## config.mk

```make
export PLATFORM = sky130hd
export DESIGN_NAME = chirp_symbol_gen_flat
export DESIGN_NICKNAME = d
export VERILOG_FILES = /design/src/rtl/chirp_symbol_gen_if.sv /design/src/rtl/chirp_symbol_gen.sv /design/src/flat_wrapper.sv
export SDC_FILE = /design/constraint.sdc
export NUM_CORES = 1
export LEC_CHECK = 0
export CORE_MARGIN = 1
export CORE_UTILIZATION = 60
export CTS_BUF_LIST = sky130_fd_sc_hd__clkbuf_16
export CTS_CLUSTER_DIAMETER = 40
export DETAILED_ROUTE_END_ITERATION = 16
export GPL_ROUTABILITY_DRIVEN = 0
export PLACE_DENSITY = 0.78
export SLEW_MARGIN = 20
export SYNTH_ARGS = -nofsm -noshare
export SYNTH_HDL_FRONTEND = slang
export SYNTH_SLANG_ARGS = --single-unit
```

## constraint.sdc

```tcl
create_clock -name i_clk -period 7.09 [get_ports i_clk]
set_input_delay 2.127 -clock i_clk [delete_from_list [all_inputs] [get_ports i_clk]]
set_output_delay 2.127 -clock i_clk [all_outputs]
set_load 0.005 [all_outputs]
```

## src/rtl/chirp_symbol_gen_if.sv

```systemverilog
// Control/status bundle between the chirp config front end and the chirp core.
// Handshake: a one-cycle i_start is taken only while o_busy is low; o_busy stays
// high for the whole burst, o_done pulses with the last o_valid, and i_abort
// ends a burst at once with no further o_valid or o_done.
interface chirp_symbol_gen_if #(
    parameter int DATA_WIDTH = 8,
    parameter int SF_WIDTH   = 4,
    parameter int MAX_SF     = 12,
    parameter int DIV_WIDTH  = 7,
    parameter int NSYM_WIDTH = 8
);
    logic                  i_start;
    logic                  i_abort;
    logic [SF_WIDTH-1:0]   i_sf;
    logic [MAX_SF-1:0]     i_symbol;
    logic                  i_mode;
    logic [NSYM_WIDTH-1:0] i_nsym;
    logic [DIV_WIDTH-1:0]  i_div;
    logic [DATA_WIDTH-1:0] o_phase;
    logic                  o_valid;
    logic                  o_busy;
    logic                  o_done;
    logic                  o_err;
    logic                  dbg_run;

    modport master (
        output i_start, i_abort, i_sf, i_symbol, i_mode, i_nsym, i_div,
        input  o_phase, o_valid, o_busy, o_done, o_err, dbg_run
    );

    modport slave (
        input  i_start, i_abort, i_sf, i_symbol, i_mode, i_nsym, i_div,
        output o_phase, o_valid, o_busy, o_done, o_err, dbg_run
    );
endinterface

```

## src/rtl/chirp_symbol_gen.sv

```systemverilog
// LoRa-style up/down chirp phase generator with runtime SF, cyclic symbol
// offset, multi-symbol bursts and programmable sample pacing.
module chirp_symbol_gen #(
    parameter int PHASE_WIDTH = 24,
    parameter int DATA_WIDTH  = 8,
    parameter int SF_WIDTH    = 4,
    parameter int MIN_SF      = 6,
    parameter int MAX_SF      = 12,
    parameter int DIV_WIDTH   = 7,
    parameter int NSYM_WIDTH  = 8
) (
    input  logic i_clk,
    input  logic i_rst_n,
    chirp_symbol_gen_if.slave bus
);
    localparam int SHW = $clog2(PHASE_WIDTH + 1);

    typedef enum logic {
        IDLE = 1'b0,
        RUN  = 1'b1
    } state_t;

    state_t                 state_q, state_d;
    logic [PHASE_WIDTH-1:0] acc_q, acc_d;
    logic [MAX_SF-1:0]      n_q, n_d;
    logic [NSYM_WIDTH-1:0]  sym_cnt_q, sym_cnt_d;
    logic [DIV_WIDTH-1:0]   div_cnt_q, div_cnt_d;
    logic [SF_WIDTH-1:0]    sf_q, sf_d;
    logic [MAX_SF-1:0]      symbol_q, symbol_d;
    logic                   mode_q, mode_d;
    logic [NSYM_WIDTH-1:0]  nsym_q, nsym_d;
    logic [DIV_WIDTH-1:0]   div_q, div_d;
    logic [DATA_WIDTH-1:0]  phase_q, phase_d;
    logic                   valid_q, valid_d;
    logic                   done_q, done_d;
    logic                   err_q, err_d;
    logic                   busy_q, busy_d;

    logic [MAX_SF-1:0]      mask;
    logic [MAX_SF-1:0]      k_up;
    logic [MAX_SF-1:0]      k;
    logic [SHW-1:0]         shamt;
    logic [PHASE_WIDTH-1:0] inc;
    logic                   sf_ok;
    logic                   tick;
    logic                   last_sample;
    logic                   last_symbol;

    // mask = N-1; the frequency index wraps modulo N, the downchirp mirrors it
    assign mask        = ~({MAX_SF{1'b1}} << sf_q);
    assign k_up        = (symbol_q + n_q) & mask;
    assign k           = mode_q ? (mask - k_up) : k_up;
    assign shamt       = SHW'(PHASE_WIDTH) - SHW'(sf_q);
    assign inc         = {{(PHASE_WIDTH-MAX_SF){1'b0}}, k} << shamt;
    assign sf_ok       = (bus.i_sf >= SF_WIDTH'(MIN_SF)) && (bus.i_sf <= SF_WIDTH'(MAX_SF));
    assign tick        = (div_cnt_q == div_q);
    assign last_sample = (n_q == mask);
    assign last_symbol = (sym_cnt_q == nsym_q);

    always_comb begin
        state_d   = state_q;
        acc_d     = acc_q;
        n_d       = n_q;
        sym_cnt_d = sym_cnt_q;
        div_cnt_d = div_cnt_q;
        sf_d      = sf_q;
        symbol_d  = symbol_q;
        mode_d    = mode_q;
        nsym_d    = nsym_q;
        div_d     = div_q;
        phase_d   = phase_q;
        valid_d   = 1'b0;
        done_d    = 1'b0;
        err_d     = 1'b0;
        busy_d    = 1'b0;
        case (state_q)
            IDLE: begin
                if (!bus.i_abort && bus.i_start) begin
                    if (sf_ok) begin
                        sf_d      = bus.i_sf;
                        symbol_d  = bus.i_symbol;
                        mode_d    = bus.i_mode;
                        nsym_d    = bus.i_nsym;
                        div_d     = bus.i_div;
                        acc_d     = '0;
                        n_d       = '0;
                        sym_cnt_d = '0;
                        div_cnt_d = '0;
                        busy_d    = 1'b1;
                        state_d   = RUN;
                    end else begin
                        err_d = 1'b1;
                    end
                end
            end
            RUN: begin
                if (bus.i_abort) begin
                    state_d = IDLE;
                end else begin
                    busy_d = 1'b1;
                    if (tick) begin
                        div_cnt_d = '0;
                        valid_d   = 1'b1;
                        phase_d   = acc_q[PHASE_WIDTH-1 -: DATA_WIDTH];
                        acc_d     = acc_q + inc;
                        if (last_sample) begin
                            n_d = '0;
                            if (last_symbol) begin
                                done_d  = 1'b1;
                                busy_d  = 1'b0;
                                state_d = IDLE;
                            end else begin
                                sym_cnt_d = sym_cnt_q + 1'b1;
                            end
                        end else begin
                            n_d = n_q + 1'b1;
                        end
                    end else begin
                        div_cnt_d = div_cnt_q + 1'b1;
                    end
                end
            end
            default: state_d = IDLE;
        endcase
    end

    always_ff @(posedge i_clk or negedge i_rst_n) begin
        if (!i_rst_n) begin
            state_q   <= IDLE;
            acc_q     <= '0;
            n_q       <= '0;
            sym_cnt_q <= '0;
            div_cnt_q <= '0;
            sf_q      <= '0;
            symbol_q  <= '0;
            mode_q    <= 1'b0;
            nsym_q    <= '0;
            div_q     <= '0;
            phase_q   <= '0;
            valid_q   <= 1'b0;
            done_q    <= 1'b0;
            err_q     <= 1'b0;
            busy_q    <= 1'b0;
        end else begin
            state_q   <= state_d;
            acc_q     <= acc_d;
            n_q       <= n_d;
            sym_cnt_q <= sym_cnt_d;
            div_cnt_q <= div_cnt_d;
            sf_q      <= sf_d;
            symbol_q  <= symbol_d;
            mode_q    <= mode_d;
            nsym_q    <= nsym_d;
            div_q     <= div_d;
            phase_q   <= phase_d;
            valid_q   <= valid_d;
            done_q    <= done_d;
            err_q     <= err_d;
            busy_q    <= busy_d;
        end
    end

    assign bus.o_phase = phase_q;
    assign bus.o_valid = valid_q;
    assign bus.o_done  = done_q;
    assign bus.o_err   = err_q;
    assign bus.o_busy  = busy_q;
    assign bus.dbg_run = (state_q == RUN);
endmodule

```

## src/flat_wrapper.sv

```systemverilog
// flat-port wrapper written by rule: the top's interface ports become plain ports
module chirp_symbol_gen_flat 
#(
    parameter int PHASE_WIDTH = 24,
    parameter int DATA_WIDTH  = 8,
    parameter int SF_WIDTH    = 4,
    parameter int MIN_SF      = 6,
    parameter int MAX_SF      = 12,
    parameter int DIV_WIDTH   = 7,
    parameter int NSYM_WIDTH  = 8
)
  (i_clk, i_rst_n, bus_i_start, bus_i_abort, bus_i_sf, bus_i_symbol, bus_i_mode, bus_i_nsym, bus_i_div, bus_o_phase, bus_o_valid, bus_o_busy, bus_o_done, bus_o_err, bus_dbg_run);
  chirp_symbol_gen_if #(.DATA_WIDTH(DATA_WIDTH), .SF_WIDTH(SF_WIDTH), .MAX_SF(MAX_SF), .DIV_WIDTH(DIV_WIDTH), .NSYM_WIDTH(NSYM_WIDTH)) bus_i ();
  input  logic i_clk;
  input  logic i_rst_n;
  input wire logic [$bits(bus_i.i_start)-1:0] bus_i_start;
  input wire logic [$bits(bus_i.i_abort)-1:0] bus_i_abort;
  input wire logic [$bits(bus_i.i_sf)-1:0] bus_i_sf;
  input wire logic [$bits(bus_i.i_symbol)-1:0] bus_i_symbol;
  input wire logic [$bits(bus_i.i_mode)-1:0] bus_i_mode;
  input wire logic [$bits(bus_i.i_nsym)-1:0] bus_i_nsym;
  input wire logic [$bits(bus_i.i_div)-1:0] bus_i_div;
  output wire logic [$bits(bus_i.o_phase)-1:0] bus_o_phase;
  output wire logic [$bits(bus_i.o_valid)-1:0] bus_o_valid;
  output wire logic [$bits(bus_i.o_busy)-1:0] bus_o_busy;
  output wire logic [$bits(bus_i.o_done)-1:0] bus_o_done;
  output wire logic [$bits(bus_i.o_err)-1:0] bus_o_err;
  output wire logic [$bits(bus_i.dbg_run)-1:0] bus_dbg_run;
  assign bus_i.i_start = bus_i_start;
  assign bus_i.i_abort = bus_i_abort;
  assign bus_i.i_sf = bus_i_sf;
  assign bus_i.i_symbol = bus_i_symbol;
  assign bus_i.i_mode = bus_i_mode;
  assign bus_i.i_nsym = bus_i_nsym;
  assign bus_i.i_div = bus_i_div;
  assign bus_o_phase = bus_i.o_phase;
  assign bus_o_valid = bus_i.o_valid;
  assign bus_o_busy = bus_i.o_busy;
  assign bus_o_done = bus_i.o_done;
  assign bus_o_err = bus_i.o_err;
  assign bus_dbg_run = bus_i.dbg_run;
  chirp_symbol_gen #(.PHASE_WIDTH(PHASE_WIDTH), .DATA_WIDTH(DATA_WIDTH), .SF_WIDTH(SF_WIDTH), .MIN_SF(MIN_SF), .MAX_SF(MAX_SF), .DIV_WIDTH(DIV_WIDTH), .NSYM_WIDTH(NSYM_WIDTH)) u_core (.i_clk(i_clk), .i_rst_n(i_rst_n), .bus(bus_i));
endmodule
```

# == Word-level counts from Yosys, hierarchy flattened ==
# Cells that the tools add are included.
# classes
addsub,7
order_cmp,2
eq_ne,9
shift,2
muxes,42
n_bitwise,4
n_reduce_logical,8
# ops
cell,n
$mux 24,4
$mux 12,6
$mux 8,6
$pmux 24 s2,1
$mux 7,4
$add 24x24->24,1
$pmux 12 s2,1
$shl 12x5->24,1
$mux 1,17
$pmux 8 s2,1
$pmux 7 s2,1
$add 12x1->12 const B,1
$add 12x12->12,1
$and 12x12->12,1
$eq 12x12->1,1
$not 12->12,1
$shl 12x4->12 const A,1
$sub 12x12->12,1
$reduce_and 3->1,3
$add 8x1->8 const B,1
$eq 8x8->1,1
$ne 2x2->1 const B,4
$add 7x1->7 const B,1
$eq 7x7->1,1
other kinds (10),13
# totals
regBits,95
input_bits,36
output_inout_bits,13
wordCells,88

# == Logic depth before layout (Yosys ltp) ==
# Gate-level depths: netlist of run 1.
# logic_depth
ltp_word,10
depth_mapped,28
ltp_nobuf,28

# == Worst setup path before layout of run 1 ==
# Ideal clock, no wire load.
# synth_path
kind,reg-to-reg
from,register u_core.n_q[0]
to,register u_core.acc_q[23]
t_arrival_ps,4918
required_time_ps,7021
setup_slack_ps,2103
path_stages_with_launch,28
n_path_buf,0
cell_sequence,dfrtp_1 -> ha_1 -> inv_1 -> fa_1 -> and2b_1 -> o21ai_0 -> xnor2_1 -> xnor2_1 -> o21ai_0 -> nor2_1 -> or2_2 -> mux2i_1 -> nor2_1 -> a21oi_1 -> nor2_1 -> ha_1 -> o21ai_0 -> nand2b_1 -> a41oi_1 -> o211ai_1 -> and2_1 -> a311o_1 -> and2_1 -> nand3_1 -> a21oi_1 -> o21a_1 -> nor4b_1 -> nand3b_1
# synth_via
elab_chain_len,9
# synth_rtl
item,line_no,rtl
start: declaration,chirp_symbol_gen.sv:25,"logic [MAX_SF-1:0] n_q, n_d;"
start signal: assignment,chirp_symbol_gen.sv:147,n_q <= n_d;
$add 12x12->12 (*),chirp_symbol_gen.sv:51,assign k_up = (symbol_q + n_q) & mask;
$and 12x12->12 (*),chirp_symbol_gen.sv:51,
$sub 12x12->12,chirp_symbol_gen.sv:52,assign k = mode_q ? (mask - k_up) : k_up;
$mux 12 (*),chirp_symbol_gen.sv:52,
$shl 12x5->24 (*),chirp_symbol_gen.sv:54,"assign inc = {{(PHASE_WIDTH-MAX_SF){1'b0}}, k} << shamt;"
$add 24x24->24 (*),chirp_symbol_gen.sv:105,acc_d = acc_q + inc;
$mux 24 (*),chirp_symbol_gen.sv:101,if (tick) begin
$mux 24 (*),chirp_symbol_gen.sv:97,if (bus.i_abort) begin
$pmux 24 s2 (*),chirp_symbol_gen.sv:76,case (state_q)
end signal: assignment,chirp_symbol_gen.sv:130,acc_q <= '0;
end signal: assignment,chirp_symbol_gen.sv:146,acc_q <= acc_d;
end: declaration,chirp_symbol_gen.sv:24,"logic [PHASE_WIDTH-1:0] acc_q, acc_d;"
# Every way passes the cells marked *; elsewhere a longest branch is shown, timed or not. The select of a mux whose other input is x is not followed.
# A chain may end at the register's enable or synchronous reset.

# == Worst setup path after layout of run 1 ==
# layout_path
from,register u_core.sf_q[0]
to,register u_core.acc_q[23]
# layout_via
elab_chain_len,10
word_cells_on_any_way,11
# layout_rtl
item,line_no,rtl
start: declaration,chirp_symbol_gen.sv:28,"logic [SF_WIDTH-1:0] sf_q, sf_d;"
start signal: assignment,chirp_symbol_gen.sv:134,sf_q <= '0;
start signal: assignment,chirp_symbol_gen.sv:150,sf_q <= sf_d;
$shl 12x4->12,chirp_symbol_gen.sv:50,assign mask = ~({MAX_SF{1'b1}} << sf_q);
$not 12->12,chirp_symbol_gen.sv:50,
$and 12x12->12,chirp_symbol_gen.sv:51,
$sub 12x12->12,chirp_symbol_gen.sv:52,
$mux 12,chirp_symbol_gen.sv:52,
$shl 12x5->24 (*),chirp_symbol_gen.sv:54,
$add 24x24->24 (*),chirp_symbol_gen.sv:105,
$mux 24 (*),chirp_symbol_gen.sv:101,
$mux 24 (*),chirp_symbol_gen.sv:97,
$pmux 24 s2 (*),chirp_symbol_gen.sv:76,
# Marks and branches as above.

==> results of run 1 <==
## per-layer routing
layer | vias to the layer above | wire [um]
met2 | 229 | 7760
met3 | 50 | 1150
met5 | - | 0
met4 | 0 | 493
met1 | 3002 | 7370
li1 | 2909 | -
## power breakdown
| part | total (W) | switching (W) | internal, W | leakage (nW) |
|---|---|---|---|---|
| Sequential | 0.000706 | 0.000101 | 0.000605 | 1.26 |
| Combinational | 0.00113 | 0.000664 | 0.000470 | 2.13 |
| Clock | 0.000482 | 0.000212 | 0.000270 | 0.139 |
## stage by stage
stage | hold slack [ps] | area [um2] | cells | setup slack [ps] | total power (W)
after CTS | 501 | 7920 | 969 | 1130 | 0.00230
after global placement | 462 | 7630 | 954 | 1450 | 0.00178
after global routing | 519 | 7950 | 970 | 455 | 0.00247
final | 499 | 7950 | 970 | 988 | 0.00232
after floorplan | 450 | 7090 | 795 | 2100 | 0.00156
after detailed placement | 486 | 7630 | 954 | 1180 | 0.00181
## sequential cells by signal, summed over array words and instances, names as in the netlist, 4 cells and up
signal	cells
u_core.n_q	12
u_core.acc_q	24
u_core.div_q	7
u_core.sym_cnt_q	8
u_core.nsym_q	8
u_core.div_cnt_q	7
u_core.sf_q	4
u_core.bus.o_phase	8
u_core.symbol_q	12
## cell families (layout without fill, tap and decap cells)
logic type               after synthesis  in the layout  synth area share
AO/OA/AOI/OAI                        212            212             0.201
AND/OR/NAND/NOR                      261            261             0.180
buffers and inverters                 59             91            0.0342
multiplexers                          49             49            0.0778
adder cells (fa/ha/maj)               45             45            0.0815
flip-flops                            95             95             0.335
XOR/XNOR                              72             72            0.0890
other                                  2              2           0.00106
## synth_stat cells, drive strengths merged, types with 3 or more instances
master  instances
a21o           19
o21a            8
a32oi           3
nor2           90
o21bai          5
or2             6
mux2i           6
nor2b           5
dfrtp          95
ha             43
a211oi          8
mux2           43
a22o           20
clkbuf         22
and2            5
nand3          20
xnor2          49
nand2          63
a31oi          11
or4             4
xor2           23
or3             3
nor4            9
o31ai           3
nor3           21
a21oi          47
o21ai          54
and3            7
o211ai          7
o22ai           6
nand4           9
nand2b         11
inv            22
buf            14
## tightest hold or removal path: stages, from the launching register on
cell and delay, ps:
dfrtp_1 350, nand2_1 50, o41ai_1 60
## path summary, 6_finish.rpt
| path | cells past startpoint | startpoint | slack (ps) | end |
|---|---|---|---|---|
| max | 21 | u_core.sf_q[0] | 990 | u_core.acc_q[23] |
| min | 2 | u_core.acc_q[13] | 500 | u_core.acc_q[13] |
| max reg2reg | 21 | u_core.sf_q[0] | 990 | u_core.acc_q[23] |
| min reg2reg | 2 | u_core.acc_q[13] | 500 | u_core.acc_q[13] |
| max in group asynchronous | 2 | i_rst_n | 4240 | u_core.bus.o_phase[3] |
| min in group asynchronous | 1 | i_rst_n | 1730 | u_core.n_q[11] |
## final cells by class
cell class | instances | area (um2)
Clock buffer | 9 | 225
Fill cell | 874 | 3520
Tap cell | 143 | 179
Timing Repair Buffer | 53 | 536
Inverter | 23 | 86.3
Sequential cell | 95 | 2380
Multi-Input combinational cell | 641 | 4480
Clock inverter | 6 | 60.1
==> impl_metrics.json, run 1 <==
{
  "status": "finished clean",
  "crit_fanout": 27,
  "cts_setup_buffers": 0,
  "post-route-util": 0.693,
  "initial_core_util": 0.618,
  "gr-total-overflow": 0,
  "grt_max_degree": 61,
  "final_nets": 904,
  "post-route-period-util": 0.861,
  "synth_edf_count": 0,
  "clock_skew_ps": 5.08,
  "crit_family": "compound AO/OA/AOI/OAI gates",
  "syn-instance-count": 795,
  "crit_arrival_ps": 6400,
  "antenna_found_initial": 0,
  "rsz0062_at_grt": "false",
  "yosysUniqueCellTypes": 80,
  "synth_largest_area_cell": "dfrtp_1",
  "port_buffers": 48,
  "slew_viol_final": 0,
  "synth.avg_cell_area_um2": 8.92,
  "htreeDepth": 3,
  "worstMarginPinSlew_ps": 1040,
  "vias_per_cell": 6.38,
  "slowest_delay_ps": 820,
  "cp_data_required_time_ps": 7380,
  "final_antenna_net_count": 0,
  "start_kind": "flip-flop",
  "num_rows": 39,
  "grt_pass1_vias": 5793,
  "clkLatencyLatePin_ps": 360,
  "dieHeight_um": 111,
  "drt_pass1_iterations": 5,
  "syn-num-nets": 876,
  "cts-resized-gates": 0,
  "min_path_type": "reg -> reg",
  "final_cell_mix": "95 x dfrtp_1, 87 x nor2_1, 62 x nand2_1, 49 x xnor2_1, 48 x o21ai_0",
  "use_met1": 0.381,
  "die_area_mm2": 0.0123,
  "setup_viol": 0,
  "end_kind": "flip-flop",
  "setup_tns_ps": 0,
  "async_flop_share": 1.00,
  "crit_chain": "inv_1 > ha_1 > clkinv_1 > o32ai_1 > a31oi_4 > a211oi_1 > a31oi_1 > nor2_1 > ha_1 > a21o_1 > a21o_1 > a21oi_1 > o211ai_1 > and2_1 > a311o_1 > and2_1 > nand3_1 > a21oi_1 > o21a_1 > nor4b_1 > nand3b_1",
  "cts_buffers": 9,
  "grt_pass1_wl_um": 28100,
  "synth_warnings": 0,
  "drive_gt1_frac": 0.106,
  "dieWidth_um": 111,
  "grt_use_met2": 0.443,
  "ir_drop_mv": 0.201,
  "yosys-top-cells-area": "dfrtp_1 34%, ha_1 7.6%, mux2_2 6.5%",
  "synth_area_mm2": 0.00709,
  "cts_sinks": 95,
  "synth_top_area_frac": 0.335,
  "leakagePower_nw": 3.53,
  "grt_use_met3": 0.0514,
  "powerDensity_mw_per_mm2": 292,
  "final_common_cell": "dfrtp_1",
  "ctsHoldBuffers": 0,
  "core_mm2": 0.0115,
  "routedWlPerCell_um": 17.3,
  "yosys_most_used_dff": "dfrtp_1",
  "fin_crit_ps": 6100,
  "slew-limit-headroom": 0.305,
  "clockBufferDepth": 2,
  "path_class": "reg -> reg",
  "finalHoldViolations": 0,
  "place_hpwl_um": 12100,
  "crit_buf_inv": 2,
  "diodes": 0,
  "wl_um": 16800,
  "yosysSeqAreaShare": 0.335,
  "dr.first_iter.drc_count": 494,
  "drcViolationCount": 0,
  "fmax_mhz": 164,
  "cap_viol_max_count": 0,
  "cts_root_buf": "clkbuf_16",
  "slowest_stage": "dfrtp_1",
  "synth_seq_cells": 95,
  "clkTransAtPathRegs_ps": 70,
  "busiest_layer": "met2",
  "area_delta_synth_final_pct": 12.1,
  "ios": 49,
  "groute.usage.overall": 0.281,
  "vias": 6190,
  "cts_tree": "yes"
}
Power figures use the tool's default switching activity.
==> run 2, diff against run 1 <==
--- a/config.mk
+++ b/config.mk
@@ -5,6 +5,7 @@
 export SDC_FILE = /design/constraint.sdc
 export NUM_CORES = 1
 export LEC_CHECK = 0
+export CORE_ASPECT_RATIO = 0.8
 export CORE_MARGIN = 1
 export CORE_UTILIZATION = 60
 export CTS_BUF_LIST = sky130_fd_sc_hd__clkbuf_16
==> run 2 against run 1 <==
Sequential share of layout area decreased by 0.25 points; utilization is 0.27 points higher; clock skew rose by 11 ps; worst setup slack worse by 160 ps; via count rose by 0.27%; clock power grew 25%; wire length grew 3.0%; fmax decreased by 2.6%; critical path depth unchanged; final cell count rose by 0.52%; cell area rose by 0.83%; sequential power increased by 0.7%; critical path type unchanged; critical endpoint unchanged; highest routed layer unchanged.
==> impl_metrics.json, run 2 (synthesis gave the netlist of run 1 again) <==
{
  "clkTransAtPathRegs_ps": 80,
  "cp_data_required_time_ps": 7370,
  "cap_viol_max_count": 0,
  "nFillCells": 894,
  "vias_per_cell": 6.37,
  "drt_pass1_iterations": 5,
  "antenna_found_initial": 0,
  "dieWidth_um": 124,
  "status": "finished clean",
  "leakagePower_nw": 3.56,
  "slowest_delay_ps": 830,
  "ir_drop_mv": 0.160,
  "cts_setup_buffers": 0,
  "grt_pass1_wl_um": 28800,
  "gr-total-overflow": 0,
  "ios": 49,
  "final_cell_mix": "95 x dfrtp_1, 87 x nor2_1, 62 x nand2_1, 49 x xnor2_1, 48 x o21ai_0",
  "worstMarginPinSlew_ps": 1020,
  "cts_buffers": 9,
  "clockBufferDepth": 2,
  "routedWlPerCell_um": 17.7,
  "fin_crit_ps": 6260,
  "end_kind": "flip-flop",
  "post-route-period-util": 0.883,
  "die_area_mm2": 0.0123,
  "final_common_cell": "dfrtp_1",
  "vias": 6207,
  "cts_sinks": 95,
  "rsz0062_at_grt": "false",
  "min_path_type": "reg -> reg",
  "largest_reg_flops": 24,
  "crit_chain": "inv_1 > ha_1 > clkinv_1 > o32ai_1 > a31oi_4 > a211oi_1 > a31oi_1 > nor2_1 > ha_1 > a21o_1 > a21o_1 > a21oi_1 > o211ai_1 > and2_1 > a311o_1 > and2_1 > nand3_1 > a21oi_1 > o21a_1 > nor4b_1 > nand3b_1",
  "grt_pass1_vias": 5965,
  "final_nets": 904,
  "slowest_stage": "dfrtp_1",
  "dieHeight_um": 99.2,
  "fmax_mhz": 160,
  "final_antenna_net_count": 0,
  "diodes": 0,
  "crit_arrival_ps": 6540,
  "port_buffers": 48,
  "crit_fanout": 27,
  "drcViolationCount": 0,
  "cts_root_buf": "clkbuf_16",
  "core_mm2": 0.0115,
  "start_kind": "flip-flop",
  "drive_gt1_frac": 0.108,
  "grt_max_degree": 66,
  "largest_register": "u_core.acc_q",
  "ctsHoldBuffers": 0,
  "slew_viol_final": 0,
  "setup_tns_ps": 0,
  "cts_tree": "yes",
  "reg_top3": "u_core.acc_q (24), u_core.n_q (12), u_core.symbol_q (12)",
  "slew-limit-headroom": 0.322,
  "htreeDepth": 3,
  "powerDensity_mw_per_mm2": 307,
  "wl_um": 17300,
  "num_rows": 35,
  "cts-resized-gates": 0,
  "area_delta_synth_final_pct": 13.0,
  "dr.first_iter.drc_count": 479,
  "groute.usage.overall": 0.299,
  "clkLatencyLatePin_ps": 350,
  "place_hpwl_um": 12200,
  "initial_core_util": 0.616,
  "total_power_w": 0.00246,
  "finalHoldViolations": 0,
  "clock_skew_ps": 15.7,
  "setup_viol": 0,
  "path_class": "reg -> reg"
}
-- run 2: cell types whose count changed in the layout (fill, tap and decap cells not counted) --
cell / before / now
buf_16: 1 / 0
buf_4: 5 / 6
bufinv_16: 1 / 4
clkinv_1: 2 / 1
clkinv_2: 2 / 0
clkinvlp_4: 1 / 0
inv_8: 0 / 1
-- run 2: layer usage --
metal / global-route usage / vias to the layer above / routed length [um]
met5: 0 / - / 0
met1: 0.417 / 2982 / 7810
li1: - / 2924 / -
met2: 0.477 / 270 / 7860
met3: 0.0550 / 31 / 1330
met4: 0.0843 / 0 / 273
-- run 2: path summary, 6_finish.rpt --
kind                       cells past startpoint  slack [ps]             start                  end
max in group asynchronous                      2        4190           i_rst_n     u_core.acc_q[22]
hold reg to reg                                2         490  u_core.acc_q[13]     u_core.acc_q[13]
setup / recovery                              21         830    u_core.sf_q[0]     u_core.acc_q[23]
setup reg to reg                              21         830    u_core.sf_q[0]     u_core.acc_q[23]
hold / removal                                 2         490  u_core.acc_q[13]     u_core.acc_q[13]
min in group asynchronous                      1        1720           i_rst_n  u_core.symbol_q[10]
-- run 2: through the flow --
step / worst slack [ps] / util / hold slack, ps / area [um2] / cells
floorplan: 2100 / - / 450 / 7090 / 795
global placement: 1440 / 0.664 / 464 / 7650 / 960
detailed placement: 1040 / 0.664 / 473 / 7650 / 960
CTS: 972 / 0.696 / 488 / 8010 / 975
global route: 404 / 0.696 / 519 / 8010 / 975
finish: 826 / 0.696 / 486 / 8010 / 975
-- run 2: power breakdown --
group          leakage (nW)  switching (W)  total, W  internal [W]
sequential             1.26       0.000107  0.000711      0.000605
combinational          2.13       0.000675   0.00115      0.000471
clock                 0.178       0.000220  0.000603      0.000382
-- run 2: worst max-delay path: cells and delay by family (launching register included) --
kind	cells	cell delay (ps)
AOI/OAI and AO/OA	11	2350
adders and majority gates	2	1040
buffers and inverters	2	860
DFF	1	830
and+or+nand+nor	6	1110
-- run 2: area by class of cell --
type | count | area [um2] | share of cell area
clock buffers | 9 | 225 | 0.0281
clock inverters | 6 | 140 | 0.0175
inverters | 23 | 86.3 | 0.0108
multi-input cells | 641 | 4480 | 0.559
flip-flops and latches | 95 | 2380 | 0.297
well taps | 148 | 185 | 0.0231
repair buffers | 53 | 515 | 0.0643
==> run 3, diff against run 2 <==
--- a/config.mk
+++ b/config.mk
@@ -7,12 +7,12 @@
 export LEC_CHECK = 0
 export CORE_ASPECT_RATIO = 0.8
 export CORE_MARGIN = 1
-export CORE_UTILIZATION = 60
+export CORE_UTILIZATION = 40
 export CTS_BUF_LIST = sky130_fd_sc_hd__clkbuf_16
 export CTS_CLUSTER_DIAMETER = 40
 export DETAILED_ROUTE_END_ITERATION = 16
 export GPL_ROUTABILITY_DRIVEN = 0
-export PLACE_DENSITY = 0.78
+export PLACE_DENSITY = 0.55
 export SLEW_MARGIN = 20
 export SYNTH_ARGS = -nofsm -noshare
 export SYNTH_HDL_FRONTEND = slang
==> run 3 against run 2 <==
Count of clock-buffer cells in the layout unchanged; flip-flop and latch count unchanged; sequential power decreased by 2%; largest cell class unchanged; fmax increased by 3.2%; register-to-register slack improved by 200 ps; highest routed layer unchanged; critical path depth unchanged; via count decreased by 4.4%; first-iteration DRC count decreased by 19%.
==> impl_metrics.json, run 3 (synthesis gave the netlist of run 1 again) <==
{
  "fin_crit_ps": 6070,
  "area_delta_synth_final_pct": 14.0,
  "hold_ws_ps": 503,
  "end_kind": "flip-flop",
  "groute.usage.overall": 0.203,
  "diodes": 0,
  "clock_skew_ps": 6.45,
  "finalHoldViolations": 0,
  "reg_top3": "u_core.acc_q (24), u_core.n_q (12), u_core.symbol_q (12)",
  "routedWlPerCell_um": 16.3,
  "drcViolationCount": 0,
  "cts_root_buf": "clkbuf_16",
  "fmax_mhz": 165,
  "post-route-period-util": 0.856,
  "ir_drop_mv": 0.168,
  "rsz0062_at_grt": "false",
  "htreeDepth": 3,
  "gr-total-overflow": 0,
  "dieHeight_um": 121,
  "worstMarginPinSlew_ps": 1040,
  "slew_viol_final": 0,
  "ctsHoldBuffers": 0,
  "cts_buffers": 9,
  "post-route-util": 0.467,
  "powerDensity_mw_per_mm2": 295,
  "grt_pass1_wl_um": 28900,
  "final_nets": 905,
  "clkTransAtPathRegs_ps": 70,
  "setup_viol": 0,
  "place_hpwl_um": 12700,
  "cp_data_required_time_ps": 7380,
  "crit_arrival_ps": 6350,
  "dr.first_iter.drc_count": 389,
  "setup_tns_ps": 0,
  "num_rows": 43,
  "final_common_cell": "dfrtp_1",
  "dpl_cell_area_mm2": 0.00776,
  "final_cell_mix": "95 x dfrtp_1, 87 x nor2_1, 62 x nand2_1, 49 x xnor2_1, 48 x o21ai_0",
  "grt_max_degree": 66,
  "core_mm2": 0.0173,
  "start_kind": "flip-flop",
  "cts_setup_buffers": 0,
  "final_antenna_net_count": 0,
  "vias_per_cell": 5.63,
  "cap_viol_max_count": 0,
  "antenna_found_initial": 0,
  "grt_pass1_vias": 5648,
  "largest_register": "u_core.acc_q",
  "initial_core_util": 0.409,
  "status": "finished clean",
  "clockBufferDepth": 2,
  "largest_reg_flops": 24,
  "port_buffers": 48,
  "worst_slack_ps": 1020,
  "cts-resized-gates": 0,
  "drive_gt1_frac": 0.107,
  "dieWidth_um": 151,
  "crit_fanout": 27,
  "leakagePower_nw": 3.55,
  "fin_area_mm2": 0.00808,
  "path_class": "reg -> reg",
  "min_path_type": "reg -> reg",
  "vias": 5931,
  "cts_tree": "yes",
  "wl_um": 17200,
  "place_ws_ps": 1100,
  "die_area_mm2": 0.0183,
  "drt_pass1_iterations": 4,
  "slew-limit-headroom": 0.308,
  "cts_sinks": 95,
  "ios": 49,
  "clkLatencyLatePin_ps": 350
}
-- run 3: area by class of cell --
cell class | count | area (um2)
clock buffers | 9 | 225
multi-input cells | 641 | 4480
fillers | 1671 | 9240
repair buffers | 54 | 536
clock inverters | 7 | 95.1
well taps | 225 | 282
flip-flops and latches | 95 | 2380
inverters | 23 | 86.3
-- run 3: worst paths after layout --
check                                  from                  to  slack [ps]  depth (start not counted)
setup reg to reg             u_core.sf_q[0]    u_core.acc_q[23]        1020                         21
hold / removal             u_core.acc_q[13]    u_core.acc_q[13]         500                          2
min in group asynchronous           i_rst_n  u_core.symbol_q[8]        1870                          1
setup / recovery             u_core.sf_q[0]    u_core.acc_q[23]        1020                         21
hold reg to reg            u_core.acc_q[13]    u_core.acc_q[13]         500                          2
max in group asynchronous           i_rst_n    u_core.acc_q[21]        4270                          2
-- run 3: through the flow --
step	total power, W	cells
after floorplan	0.00156	795
after global placement	0.00182	1037
after detailed placement	0.00183	1038
after CTS	0.00239	1054
after global routing	0.00256	1054
final	0.00238	1054
-- run 3: routing by layer --
layer / global-route usage / routed length, um / up-vias
met5: 0 / 0 / -
met4: 0.0394 / 134 / 0
met3: 0.0511 / 1080 / 12
met2: 0.301 / 7310 / 170
met1: 0.295 / 8680 / 2826
li1: - / - / 2923
-- run 3: critical path: stages, from the launching register on --
cell and delay, ps:
dfrtp_1 810, inv_1 290, ha_1 740, clkinv_1 550, o32ai_1 580, a31oi_4 100
a211oi_1 300, a31oi_1 70, nor2_1 160, ha_1 300, a21o_1 200, a21o_1 170
a21oi_1 130, o211ai_1 130, and2_1 230, a311o_1 370, and2_1 180, nand3_1 80
a21oi_1 80, o21a_1 130, nor4b_1 250, nand3b_1 140
-- run 3: power by group --
part | leakage, nW | total [W] | internal, W | switching, W
combinational | 2.14 | 0.00115 | 0.000471 | 0.000679
clock | 0.161 | 0.000537 | 0.000311 | 0.000226
sequential | 1.26 | 0.000695 | 0.000605 | 0.0000902
